[src/rtl/store_axi_writer.sv]
// Store-side AXI3 writer: formats one sb/sh/sw store into a single-beat write
// and stalls the pipeline until the B response returns. req_op = {sb, sh, sw}.
module store_axi_writer #(
  parameter logic [3:0] AXI_ID = 4'd1
) (
  input  logic        clk,
  input  logic        rst,
  input  logic        req_valid,
  input  logic [2:0]  req_op,
  input  logic [31:0] req_addr,
  input  logic [31:0] req_data,
  output logic        req_ready,
  output logic        stall_req,
  output logic        done,
  output logic        bus_err,
  output logic        addr_err,
  output logic [3:0]  awid,
  output logic [31:0] awaddr,
  output logic [3:0]  awlen,
  output logic [2:0]  awsize,
  output logic [1:0]  awburst,
  output logic        awvalid,
  input  logic        awready,
  output logic [3:0]  wid,
  output logic [31:0] wdata,
  output logic [3:0]  wstrb,
  output logic        wlast,
  output logic        wvalid,
  input  logic        wready,
  input  logic [3:0]  bid,
  input  logic [1:0]  bresp,
  input  logic        bvalid,
  output logic        bready
);

  typedef enum logic [1:0] {
    IDLE = 2'd0,
    SEND = 2'd1,
    RESP = 2'd2
  } state_t;

  state_t      state_r;
  logic        aw_done_r;
  logic        w_done_r;
  logic        awvalid_r;
  logic        wvalid_r;
  logic        bready_r;
  logic        done_r;
  logic        bus_err_r;
  logic        addr_err_r;
  logic        stall_r;
  logic        req_ready_r;
  logic [31:0] awaddr_r;
  logic [2:0]  awsize_r;
  logic [31:0] wdata_r;
  logic [3:0]  wstrb_r;

  logic        sel_sw_s;
  logic        sel_sh_s;
  logic        sel_sb_s;
  logic        accept_s;
  logic        misalign_s;
  logic        aw_hs_s;
  logic        w_hs_s;
  logic        aw_fin_s;
  logic        w_fin_s;
  logic        b_hs_s;
  logic        unused_s;

  // Byte-lane strobe for the selected access width and address offset.
  function automatic logic [3:0] strobe_for(input logic sb, input logic sh,
                                            input logic [1:0] a);
    logic [3:0] s;
    if (sb) begin
      s = 4'b0001 << a;
    end else if (sh) begin
      s = a[1] ? 4'b1100 : 4'b0011;
    end else begin
      s = 4'b1111;
    end
    return s;
  endfunction

  // Replicate the store value across all lanes so any strobe picks correct bytes.
  function automatic logic [31:0] data_for(input logic sb, input logic sh,
                                           input logic [31:0] d);
    logic [31:0] r;
    if (sb) begin
      r = {4{d[7:0]}};
    end else if (sh) begin
      r = {2{d[15:0]}};
    end else begin
      r = d;
    end
    return r;
  endfunction

  // AXI size encoding: 1, 2 or 4 bytes.
  function automatic logic [2:0] size_for(input logic sb, input logic sh);
    logic [2:0] z;
    if (sb) begin
      z = 3'd0;
    end else if (sh) begin
      z = 3'd1;
    end else begin
      z = 3'd2;
    end
    return z;
  endfunction

  // Decode request with sw > sh > sb priority and classify alignment.
  always_comb begin
    sel_sw_s   = req_op[0];
    sel_sh_s   = req_op[1] & ~req_op[0];
    sel_sb_s   = req_op[2] & ~req_op[1] & ~req_op[0];
    accept_s   = (state_r == IDLE) && req_valid && (req_op != 3'b000);
    misalign_s = (sel_sw_s && (req_addr[1:0] != 2'b00)) ||
                 (sel_sh_s && req_addr[0]);
  end

  // Channel handshakes; a finished channel counts its same-cycle handshake.
  always_comb begin
    aw_hs_s  = awvalid_r && awready;
    w_hs_s   = wvalid_r && wready;
    aw_fin_s = aw_done_r || aw_hs_s;
    w_fin_s  = w_done_r || w_hs_s;
    b_hs_s   = bready_r && bvalid;
  end

  // Main controller: state, channel valids, payload registers and status pulses.
  always_ff @(posedge clk) begin
    if (rst) begin
      state_r     <= IDLE;
      aw_done_r   <= 1'b0;
      w_done_r    <= 1'b0;
      awvalid_r   <= 1'b0;
      wvalid_r    <= 1'b0;
      bready_r    <= 1'b0;
      done_r      <= 1'b0;
      bus_err_r   <= 1'b0;
      addr_err_r  <= 1'b0;
      stall_r     <= 1'b0;
      req_ready_r <= 1'b1;
      awaddr_r    <= 32'd0;
      awsize_r    <= 3'd0;
      wdata_r     <= 32'd0;
      wstrb_r     <= 4'd0;
    end else begin
      done_r     <= 1'b0;
      bus_err_r  <= 1'b0;
      addr_err_r <= 1'b0;
      case (state_r)
        IDLE: begin
          stall_r     <= accept_s && !misalign_s;
          req_ready_r <= !(accept_s && !misalign_s);
          if (accept_s) begin
            if (misalign_s) begin
              addr_err_r <= 1'b1;
            end else begin
              awaddr_r  <= req_addr;
              awsize_r  <= size_for(sel_sb_s, sel_sh_s);
              wdata_r   <= data_for(sel_sb_s, sel_sh_s, req_data);
              wstrb_r   <= strobe_for(sel_sb_s, sel_sh_s, req_addr[1:0]);
              awvalid_r <= 1'b1;
              wvalid_r  <= 1'b1;
              aw_done_r <= 1'b0;
              w_done_r  <= 1'b0;
              state_r   <= SEND;
            end
          end
        end
        SEND: begin
          if (aw_hs_s) begin
            awvalid_r <= 1'b0;
            aw_done_r <= 1'b1;
          end
          if (w_hs_s) begin
            wvalid_r <= 1'b0;
            w_done_r <= 1'b1;
          end
          if (aw_fin_s && w_fin_s) begin
            awvalid_r <= 1'b0;
            wvalid_r  <= 1'b0;
            bready_r  <= 1'b1;
            state_r   <= RESP;
          end
        end
        RESP: begin
          if (b_hs_s) begin
            bready_r    <= 1'b0;
            done_r      <= 1'b1;
            bus_err_r   <= (bresp != 2'b00);
            req_ready_r <= 1'b1;
            state_r     <= IDLE;
          end
        end
        default: begin
          awvalid_r   <= 1'b0;
          wvalid_r    <= 1'b0;
          bready_r    <= 1'b0;
          stall_r     <= 1'b0;
          req_ready_r <= 1'b1;
          state_r     <= IDLE;
        end
      endcase
    end
  end

  assign unused_s  = ^bid;

  assign req_ready = req_ready_r;
  assign stall_req = stall_r;
  assign done      = done_r;
  assign bus_err   = bus_err_r;
  assign addr_err  = addr_err_r;
  assign awid      = AXI_ID;
  assign awaddr    = awaddr_r;
  assign awlen     = 4'd0;
  assign awsize    = awsize_r;
  assign awburst   = 2'b01;
  assign awvalid   = awvalid_r;
  assign wid       = AXI_ID;
  assign wdata     = wdata_r;
  assign wstrb     = wstrb_r;
  assign wlast     = 1'b1;
  assign wvalid    = wvalid_r;
  assign bready    = bready_r;

endmodule

[config.mk]
export PLATFORM = sky130hd
export DESIGN_NAME = store_axi_writer
export DESIGN_NICKNAME = d
export VERILOG_FILES = /design/src/rtl/store_axi_writer.sv
export SDC_FILE = /design/constraint.sdc
export NUM_CORES = 1
export LEC_CHECK = 0
export ABC_AREA = 1
export BUFFER_PORTS_ARGS = -buffer_cell sky130_fd_sc_hd__buf_4
export CORE_ASPECT_RATIO = 0.75
export CORE_UTILIZATION = 45
export CTS_CLUSTER_DIAMETER = 80
export DETAILED_ROUTE_END_ITERATION = 8
export PLACE_DENSITY_LB_ADDON = 0.15
export SLEW_MARGIN = 10
export SYNTH_ARGS = -nofsm -noshare
export SYNTH_HDL_FRONTEND = slang
export SYNTH_SLANG_ARGS = --single-unit
[constraint.sdc]
create_clock -name clk -period 3 [get_ports clk]
set_input_delay 0.75 -clock clk [delete_from_list [all_inputs] [get_ports clk]]
set_output_delay 0.75 -clock clk [all_outputs]
set_load 0.03 [all_outputs]
# After elaboration in Yosys (flattened, before gate mapping)
# Index checks and enable logic that the tools add are counted.
# totals
output_inout_bits	94
regBits	83
elab_cells	102
input_bits	79
# classes
n_bitwise	11
muxes	34
n_reduce_logical	31
shifts	1
eq_ne	10
# op_table
cell	count
32-bit 2-to-1 mux	2
4-bit AND reduction	5
1-bit 2-to-1 mux	15
2-bit 2-to-1 mux	6
4-bit 2-to-1 mux	3
2-bit != test (second input constant)	6
1-bit one-hot mux with 3 select lines	4
1-bit logical AND	9
1-bit NOT	8
3-bit != test (second input constant)	2
1-bit one-hot mux with 2 select lines	3
2-bit one-hot mux with 3 select lines	1
3-bit AND reduction	2
2-bit nonzero test	3
3-bit OR reduction	2
2-bit OR reduction	2
1-bit by 2-bit << shifter with 4-bit output (first input constant)	1
1-bit AND	3
1-bit logical OR	3
3-bit nonzero test	1
2-bit by 1-bit == test with 1-bit output (second input constant)	1
2-bit == test (second input constant)	1
1-bit logical NOT	2
2-bit logical NOT	1
2-bit AND reduction	1

# Depth between registers and ports, before layout
# Gate-level depths: netlist of the first run.
# depth
ltp_word	8
depth_mapped	11

# Least setup slack after synthesis of the first run
# No wires, ideal clock.
# synth_path
path_kind	input port to flip-flop
from	input req_addr[0]
to	register wdata_r[21], in the netlist wdata[21]
arrival_time_ns	1.497
setup_slack_ns	1.388
required_time_ns	2.885
cell_stages	8
path_cell_list	inv_1 nand2_2 nand2_2 nand3_4 inv_4 buf_6 nand3_1 and2_1
# synth_between
elab_chain_cells	5
elab_cells_between_ends	6
classes_between	bitwise: 1; reduce/logical: 5
# synth_lines
element	line_no	text
start, declared	10	input logic [31:0] req_addr,
2-bit nonzero test	117	misalign_s = (sel_sw_s && (req_addr[1:0] != 2'b00)) ||
1-bit logical AND	117	
1-bit logical OR *	117	
1-bit NOT (no source line) *	n/a	
3-bit AND reduction (no source line) *	n/a	
end signal, assigned	162	wdata_r <= data_for(sel_sb_s, sel_sh_s, req_data);
end, declared	55	logic [31:0] wdata_r;
# Every way passes the cells marked *; elsewhere a longest branch is shown, timed or not.
# A chain may end at the register's enable or synchronous reset.

# Final worst setup path of the first run
# layout_path
from	register state_r[0]
to	register state_r[1]
# layout_between
elab_chain_cells	5
elab_cells_between_ends	11
classes_between	eq/ne: 6; mux: 1; reduce/logical: 4
# layout_lines
element	line_no	text
start, declared	42	state_t state_r;
start signal, assigned	133	state_r <= IDLE;
start signal, assigned	168	state_r <= SEND;
start signal, assigned	185	state_r <= RESP;
2-bit logical NOT	116, 152	
1-bit logical AND (2 in a row)	116	accept_s = (state_r == IDLE) && req_valid && (req_op != 3'b000);
2-bit != test (no source line)	n/a	
4-bit AND reduction (no source line)	n/a	
# Parallel ways exist; a longest one is shown, timed or not.

==> impl_metrics.ini, run 1 <==
[status]
outcome = complete, no violations

[power_and_ir_drop]
p_int_w = 0.00224
p_switching_w = 0.00145
power_density_nw_per_um2 = 748
clkPwrFrac = 0.217
pwr-share-seq = 0.384
peakVddDrop_mv = 0.343
switching_share = 0.394
leakagePower_nw = 2.51
p_comb_frac = 0.399

[worst_setup_path]
path_class = reg -> reg
worstPathArrival_ns = 2.25
reg2reg_to = state_r[1]
worstReg2RegStart = state_r[0]
cpMaxStageDelayCell = buf_4
path_max_fanout = 80
startpoint_type = flip-flop
cp_slowest_stage_delay_ns = 0.60
critical_path.most_common_cell = nand2_1
cp-end-kind = flip-flop
r2r_slack_ns = 0.99
worstPathRequired_ns = 3.23
cp_cell_sequence = inv_1, ha_1, nand2_1, inv_2, nand3_4, buf_4, nand2_2, nand2_1, a21oi_1
reg2regPathDepth = 9

[global_route]
grt-ovfl-total = 0
grt_pass1_vias = 3374
antenna_found_initial = 0
grt_pass1_wl_mm = 15.1
grt_max_degree = 81
gr-usage-all-layers = 0.226

[routing]
drc_errors = 0
routed_via_density = 4.67
ant_nets = 0
wl_per_cell_um = 12.0
drtIter0Drc = 233
vias = 3617
drt_wl_total_mm = 9.31
dr.pass1.iters = 4

[clock_tree]
cts_max_path_buffers = 2
cts_num_sinks = 82
path_clk_slew_ns = 0.09
post_cts_buffers = 0
postCtsHoldBufs = 0
htreeDepth = 3
numCtsBuffers = 9
clk_latency_ns = 0.35
cts-resized-gates = 0
cts_tree = yes
clockRootBuffer = clkbuf_8

[synthesis]
synthTopCellsByArea = dfxtp_1 (45%), nor2_1 (11%), nand2_1 (11%)
synth_top_area_cell = dfxtp_1
synth_most_common_cell = nor2_1
synth_top_cells_by_count = nor2_1 (105), nand2_1 (102), dfxtp_1 (82)
synth_area_um2 = 3640
synth-edff-count = 0
ys_seq_area_frac = 0.451
synth_cells = 525
synth.distinct_cells = 24
avgSynthCellArea_um2 = 6.93
ys_seq_elements = 82
async_reset_ff_frac = 0
ys.warnings.count = 0
ys.flop_type = dfxtp_1
synth_top_area_frac = 0.451

[sta]
slew_violations = 0
grt_setup_unrepaired = false
fin_crit_sh = 0.672
setup_ws_ns = 0.985
max_freq_mhz = 496
finalSetupViolations = 0
clock_skew_ns = 0.0120
setup-tns-final_ns = 0
relSlewSlack = 0.515
worstMarginPinSlew_ns = 0.727
hold_viol = 0
finalCriticalPeriod_ns = 2.01
whs_ns = 0.478

[floorplanning]
rows = 28
io_pins = 173
initial_core_util = 0.464
die_height_um = 79.9
core_um2 = 7850
die_w_um = 106
fp.dieArea_um2 = 8460

[hold_path]
min_to = bready
whs_path_depth = 2
min_from = bready
min_path_type = reg -> reg

[layout]
syn2layout_area_growth_pct = 35.4
utilization = 0.628
fin_area_um2 = 4930
finalNetCount = 748
diodes = 0
drive_gt1_frac = 0.272

[place]
dpl.hpwl_mm = 6.69
portBuffers = 152
place_ws_ns = 0.700
place_congestion = 0.784
placed_area_um2 = 4740

[run]
max_cap_violations = 0
-- cell families after synthesis --
group,count (synthesis),synth area share
and+or+nand+nor,240,0.267
buffers and inverters,101,0.134
AOI/OAI and AO/OA,97,0.135
DFF,82,0.451
adders and majority gates,3,0.0103
other,2,0.00206
-- through the flow --
stage | instances | total power, W
after CTS | 775 | 0.00371
after global routing | 775 | 0.00392
after detailed placement | 760 | 0.00292
final | 775 | 0.00369
after global placement | 760 | 0.00288
after floorplan | 539 | 0.00244
-- how the worst max path moves through the flow --
stage / start / endpoint / slack (ns) / cells past startpoint
global placement: req_op[1] / wdata[20] / 0.73 / 8
global route: state_r[0] / state_r[1] / 0.80 / 9
finish: state_r[0] / state_r[1] / 0.99 / 9
detailed placement: req_op[1] / state_r[1] / 0.70 / 8
floorplan: req_addr[0] / wdata[21] / 1.39 / 8
CTS: state_r[0] / state_r[1] / 0.97 / 9
-- metal layers --
layer / share of wire / global-route usage
met5: 0 / 0
met4: 0.013 / 0.0778
met3: 0.076 / 0.0735
met2: 0.47 / 0.384
met1: 0.45 / 0.269
-- worst max-delay path, delay by kind of cell (launching register included) --
kind | cells | cell delay (ns)
buffers and inverters | 3 | 0.73
AND/OR/NAND/NOR | 4 | 0.45
flip-flops | 1 | 0.35
adder cells (fa/ha/maj) | 1 | 0.30
AO/OA/AOI/OAI | 1 | 0.07
-- cells in the final DEF, fill, tap and decap left out, types with 2 or more instances in the layout --
cell type | synthesis | final
dfxtp_1 | 82 | 82
nor3_1 | 2 | 2
conb_1 | 2 | 16
buf_4 | 24 | 156
clkbuf_8 | 0 | 10
ha_1 | 3 | 3
nor2_1 | 105 | 105
a21oi_1 | 41 | 41
inv_1 | 57 | 56
nand2_1 | 102 | 102
and2_1 | 8 | 8
inv_2 | 3 | 4
nand3_1 | 15 | 15
o21ai_0 | 53 | 53
nand2_2 | 5 | 5
-- sequential cells by signal (all words and copies together), names as in the netlist, 2 cells and up --
signal	count
awsize	2
state_r	2
awaddr	32
wdata	32
wstrb	4
-- power by group through the flow --
| stage | registers, W | clock network, W | logic, W |
|---|---|---|---|
| 2_1_floorplan | 0.00181 | 0 | 0.000632 |
| 4_1_cts | 0.00142 | 0.000812 | 0.00148 |
| 3_5_place_dp | 0.00144 | 0 | 0.00148 |
| 6_report | 0.00142 | 0.000800 | 0.00147 |
| 5_1_grt | 0.00145 | 0.000852 | 0.00163 |
| 3_3_place_gp | 0.00143 | 0 | 0.00146 |
-- area by class of cell --
cell class                      instances  area, µm²
Fill cell                             750       2920
Tap cell                              105        131
Timing Repair Buffer                  156       1170
Clock inverter                          4       51.3
Multi-Input combinational cell        356       1560
Clock buffer                           11        141
Sequential cell                        82       1640
Inverter                               61        231
No activity file was read; power rests on OpenSTA's default activity.
==> inputs of run 2 (changes only) <==
==> constraint.sdc (replaced) <==
create_clock -name clk -period 2 [get_ports clk]
set_input_delay 0.5 -clock clk [delete_from_list [all_inputs] [get_ports clk]]
set_output_delay 0.5 -clock clk [all_outputs]
set_load 0.03 [all_outputs]
==> run 2 against run 1 <==
  * Final cell count up 0.90%
  * Highest routed layer unchanged
  * First-iteration DRC count down 31%
  * Wire length up 2.2%
  * Design area up 1.5%
  * Worst hold slack worse by 0.13 ns
  * Critical path type unchanged
==> impl_metrics.ini, run 2 (synthesized netlist as in run 1, its figures left out) <==
[floorplanning]
core_um2 = 7850
die_w_um = 106
rows = 28
fp.dieArea_um2 = 8460
die_height_um = 79.9
initial_core_util = 0.464
io_pins = 173

[place]
portBuffers = 152
dpl.hpwl_mm = 6.92
placed_cells_incl_taps = 766
place_congestion = 0.774
placed_area_um2 = 4790

[sta]
hold_viol = 0
whs_ns = 0.348
setup-tns-final_ns = 0
finalCriticalPeriod_ns = 1.60
max_freq_mhz = 626
clock_skew_ns = 0.00814
finalSetupViolations = 0
grt_setup_unrepaired = false
slew_violations = 0
fin_crit_sh = 0.799

[global_route]
gr-usage-all-layers = 0.228
antenna_found_initial = 0
grt_pass1_vias = 3280
grt-ovfl-total = 0
grt_pass1_wl_mm = 15.2
grt_max_degree = 39

[clock_tree]
clockRootBuffer = clkbuf_8
cts-resized-gates = 0
cts_max_path_buffers = 2
htreeDepth = 3
path_clk_slew_ns = 0.08
post_cts_buffers = 0
cts_tree = yes
numCtsBuffers = 9
clk_latency_ns = 0.35
cts_num_sinks = 82
postCtsHoldBufs = 0

[power_and_ir_drop]
leakagePower_nw = 2.54
power_density_nw_per_um2 = 1130
peakVddDrop_mv = 0.574

[layout]
diodes = 0
final_common_cell = buf_4
fin_area_um2 = 5010
most-common-layout-cells = buf_4 (161), nor2_1 (105), nand2_1 (102), dfxtp_1 (82), inv_1 (56)
fin_cells = 782
syn2layout_area_growth_pct = 37.5
finalNetCount = 754
drive_gt1_frac = 0.276

[worst_setup_path]
path_class = reg -> reg
path_max_fanout = 37
r2r_slack_ns = 0.40
worstReg2RegStart = state_r[0]
reg2reg_to = wdata[18]
worstPathArrival_ns = 1.84
critPathLaunch = state_r[0]
reg2regPathDepth = 8
worstPathRequired_ns = 2.25
startpoint_type = flip-flop
cp-end-kind = flip-flop

[routing]
wl_per_cell_um = 12.2
drc_errors = 0
wl_met2_mm = 4.41
vias = 3632
drtIter0Drc = 161
dr.pass1.iters = 4
met3_length_um = 831
m1WireLength_mm = 4.21
routed.top_layer = met4
ant_nets = 0
routed_via_density = 4.64
drt_wl_total_mm = 9.52

[hold_path]
whs_path_depth = 2
min_path_type = in -> reg
min_from = bresp[0]
min_to = bus_err

[status]
outcome = complete, no violations

[run]
max_cap_violations = 0
## run 2: layer usage
| layer | up-vias | GRT usage |
|---|---|---|
| met5 | - | 0 |
| met4 | 0 | 0.0542 |
| met3 | 7 | 0.0776 |
| met2 | 123 | 0.390 |
| met1 | 1621 | 0.277 |
| li1 | 1881 | - |
## run 2: how the worst max path moves through the flow
stage	cells after the start	to	slack (ns)
2_1_floorplan	10	wdata[21]	0.58
5_1_grt	9	awaddr[10]	0.28
3_5_place_dp	8	wdata[15]	0.28
4_1_cts	8	wdata[18]	0.40
3_3_place_gp	7	wdata[23]	0.31
6_report	8	wdata[18]	0.40
## run 2: through the flow
stage | util | total power [W] | setup WS, ns
floorplan | - | 0.00366 | 0.581
global placement | 0.611 | 0.00437 | 0.310
detailed placement | 0.611 | 0.00442 | 0.285
CTS | 0.638 | 0.00571 | 0.399
global route | 0.638 | 0.00603 | 0.283
finish | 0.638 | 0.00567 | 0.401
## run 2: area by class of cell
| cell class | count | area (µm²) |
|---|---|---|
| well taps | 105 | 131 |
| clock inverters | 4 | 76.3 |
| repair buffers | 162 | 1230 |
| fillers | 724 | 2840 |
| multi-input cells | 356 | 1560 |
| inverters | 61 | 231 |
| clock buffers | 12 | 135 |
| flip-flops and latches | 82 | 1640 |
## run 2: critical path, cell delays in order, from the launching register on
cell and delay, ns:
dfxtp_1 0.34, inv_1 0.08, ha_1 0.24, nand2_1 0.08, inv_2 0.05, nand3_4 0.10, buf_4 0.34, a21oi_1 0.10
and2_1 0.15
## run 2: report_power, final
| group | total (W) | leakage (nW) | switching [W] | internal, W |
|---|---|---|---|---|
| clock network | 0.00128 | 0.101 | 0.000577 | 0.000707 |
| registers | 0.00213 | 0.673 | 0.000172 | 0.00195 |
| logic | 0.00226 | 1.77 | 0.00144 | 0.000825 |
==> inputs of run 3 (changes only) <==
==> constraint.sdc (replaced) <==
create_clock -name clk -period 1.6 [get_ports clk]
set_input_delay 0.4 -clock clk [delete_from_list [all_inputs] [get_ports clk]]
set_output_delay 0.4 -clock clk [all_outputs]
set_load 0.03 [all_outputs]
==> run 3 against run 2 <==
  * Total power is 25% higher
  * Register-to-register slack worse by 0.29 ns
  * Flip-flop and latch count stayed put
  * Sequential share of layout area is 0.83 points lower
  * Highest routed layer unchanged
==> impl_metrics.ini, run 3 (synthesized netlist as in run 1, its figures left out) <==
[status]
outcome = complete, no violations

[clock_tree]
path_clk_slew_ns = 0.08
cts_max_path_buffers = 2
clk_latency_ns = 0.35
numCtsBuffers = 9
clockRootBuffer = clkbuf_8
cts_tree = yes
htreeDepth = 3
cts_num_sinks = 82

[routing]
wl_met2_mm = 4.48
routed_via_density = 4.66
m1WireLength_mm = 4.21
routed.top_layer = met4
wl_per_cell_um = 12.2
drt_wl_total_mm = 9.61
drc_errors = 0
dr.pass1.iters = 4
drtIter0Drc = 160
met3_length_um = 813
ant_nets = 0
vias = 3680

[layout]
most-common-layout-cells = buf_4 (161), nor2_1 (104), nand2_1 (102), dfxtp_1 (81), inv_1 (54)
finalNetCount = 761
diodes = 0
syn2layout_area_growth_pct = 41.2
final_common_cell = buf_4
nFillCells = 718
drive_gt1_frac = 0.294

[sta]
grt_setup_unrepaired = false
slew_violations = 0
max_freq_mhz = 671
setup-tns-final_ns = 0
fin_crit_sh = 0.931
clock_skew_ns = 0.0117
finalSetupViolations = 0
hold_viol = 0
finalCriticalPeriod_ns = 1.49

[global_route]
grt_max_degree = 40
gr-usage-all-layers = 0.228
antenna_found_initial = 0
grt_pass1_vias = 3314
grt_pass1_wl_mm = 15.2
grt-ovfl-total = 0

[place]
dpl.hpwl_mm = 7.02
place_congestion = 0.751
portBuffers = 152

[floorplanning]
fp.dieArea_um2 = 8460
io_pins = 173
die_height_um = 79.9
core_um2 = 7850
rows = 28
die_w_um = 106
initial_core_util = 0.464

[power_and_ir_drop]
finalPower_w = 0.00710
peakVddDrop_mv = 0.601
power_density_nw_per_um2 = 1380
leakagePower_nw = 2.60

[worst_setup_path]
startpoint_type = flip-flop
path_max_fanout = 11
worstPathRequired_ns = 1.84
path_class = reg -> reg
cp_cell_sequence = inv_2, ha_4, nand2_1, inv_2, nand3_4, buf_12, inv_6, nand3_1, and2_1
worstPathArrival_ns = 1.73
cp_slowest_stage_delay_ns = 0.34
cpMaxStageDelayCell = dfxtp_2
critical_path.most_common_cell = inv_2
cp-end-kind = flip-flop

[run]
max_cap_violations = 0

[hold_path]
min_path_type = in -> reg
run 3: metrics by stage:
| stage | cell area, µm² | setup slack [ns] | hold slack, ns | util | std cells |
|---|---|---|---|---|---|
| 6_report | 5140 | 0.110 | 0.243 | 0.655 | 789 |
| 5_1_grt | 5140 | 0.0300 | 0.235 | 0.655 | 789 |
| 4_1_cts | 5040 | 0.0120 | 0.226 | 0.643 | 784 |
| 3_5_place_dp | 4850 | 0.00729 | 0.466 | 0.618 | 768 |
| 3_3_place_gp | 4850 | 0.0598 | 0.461 | 0.618 | 768 |
| 2_1_floorplan | 3690 | 0.181 | 0.475 | - | 539 |
run 3: metal layers:
layer	up-vias	GRT usage
met5	-	0
met4	0	0.0722
met3	11	0.0800
met2	122	0.388
met1	1649	0.271
li1	1898	-
run 3: cell type report:
cell class	count	area (µm²)	area share
multi-input cells	356	1580	0.307
well taps	105	131	0.0256
repair buffers	168	1340	0.261
clock inverters	6	67.6	0.0131
inverters	61	241	0.0470
clock buffers	10	128	0.0248
flip-flops and latches	82	1640	0.320
repair inverters	1	8.76	0.00170
run 3: final timing paths:
| kind | start | to | slack [ns] | depth (start not counted) |
|---|---|---|---|---|
| max | state_r[0] | wdata[16] | 0.11 | 9 |
| min | bresp[0] | bus_err | 0.24 | 2 |
| max reg2reg | state_r[0] | wdata[16] | 0.11 | 9 |
| min reg2reg | bready | bready | 0.48 | 2 |
run 3: power breakdown:
group / internal [W] / leakage [nW] / switching [W]
combinational: 0.00112 / 1.84 / 0.00183
sequential: 0.00244 / 0.674 / 0.000213
clock: 0.000724 / 0.0925 / 0.000768
total: 0.00429 / 2.60 / 0.00281
run 3: timing repair:
| item | CTS | global route |
|---|---|---|
| endpoints found under the setup margin | 0 | 50 |
| gates resized for setup | 0 | 14 |
| buffers inserted | 0 | 4 |
| hold buffers | 0 | 0 |
run 3: worst max-delay path, delay by kind of cell (launching register included):
kind	cells	cell delay (ns)
flip-flops	1	0.34
AND/OR/NAND/NOR	4	0.46
buffers and inverters	4	0.45
adder cells (fa/ha/maj)	1	0.13
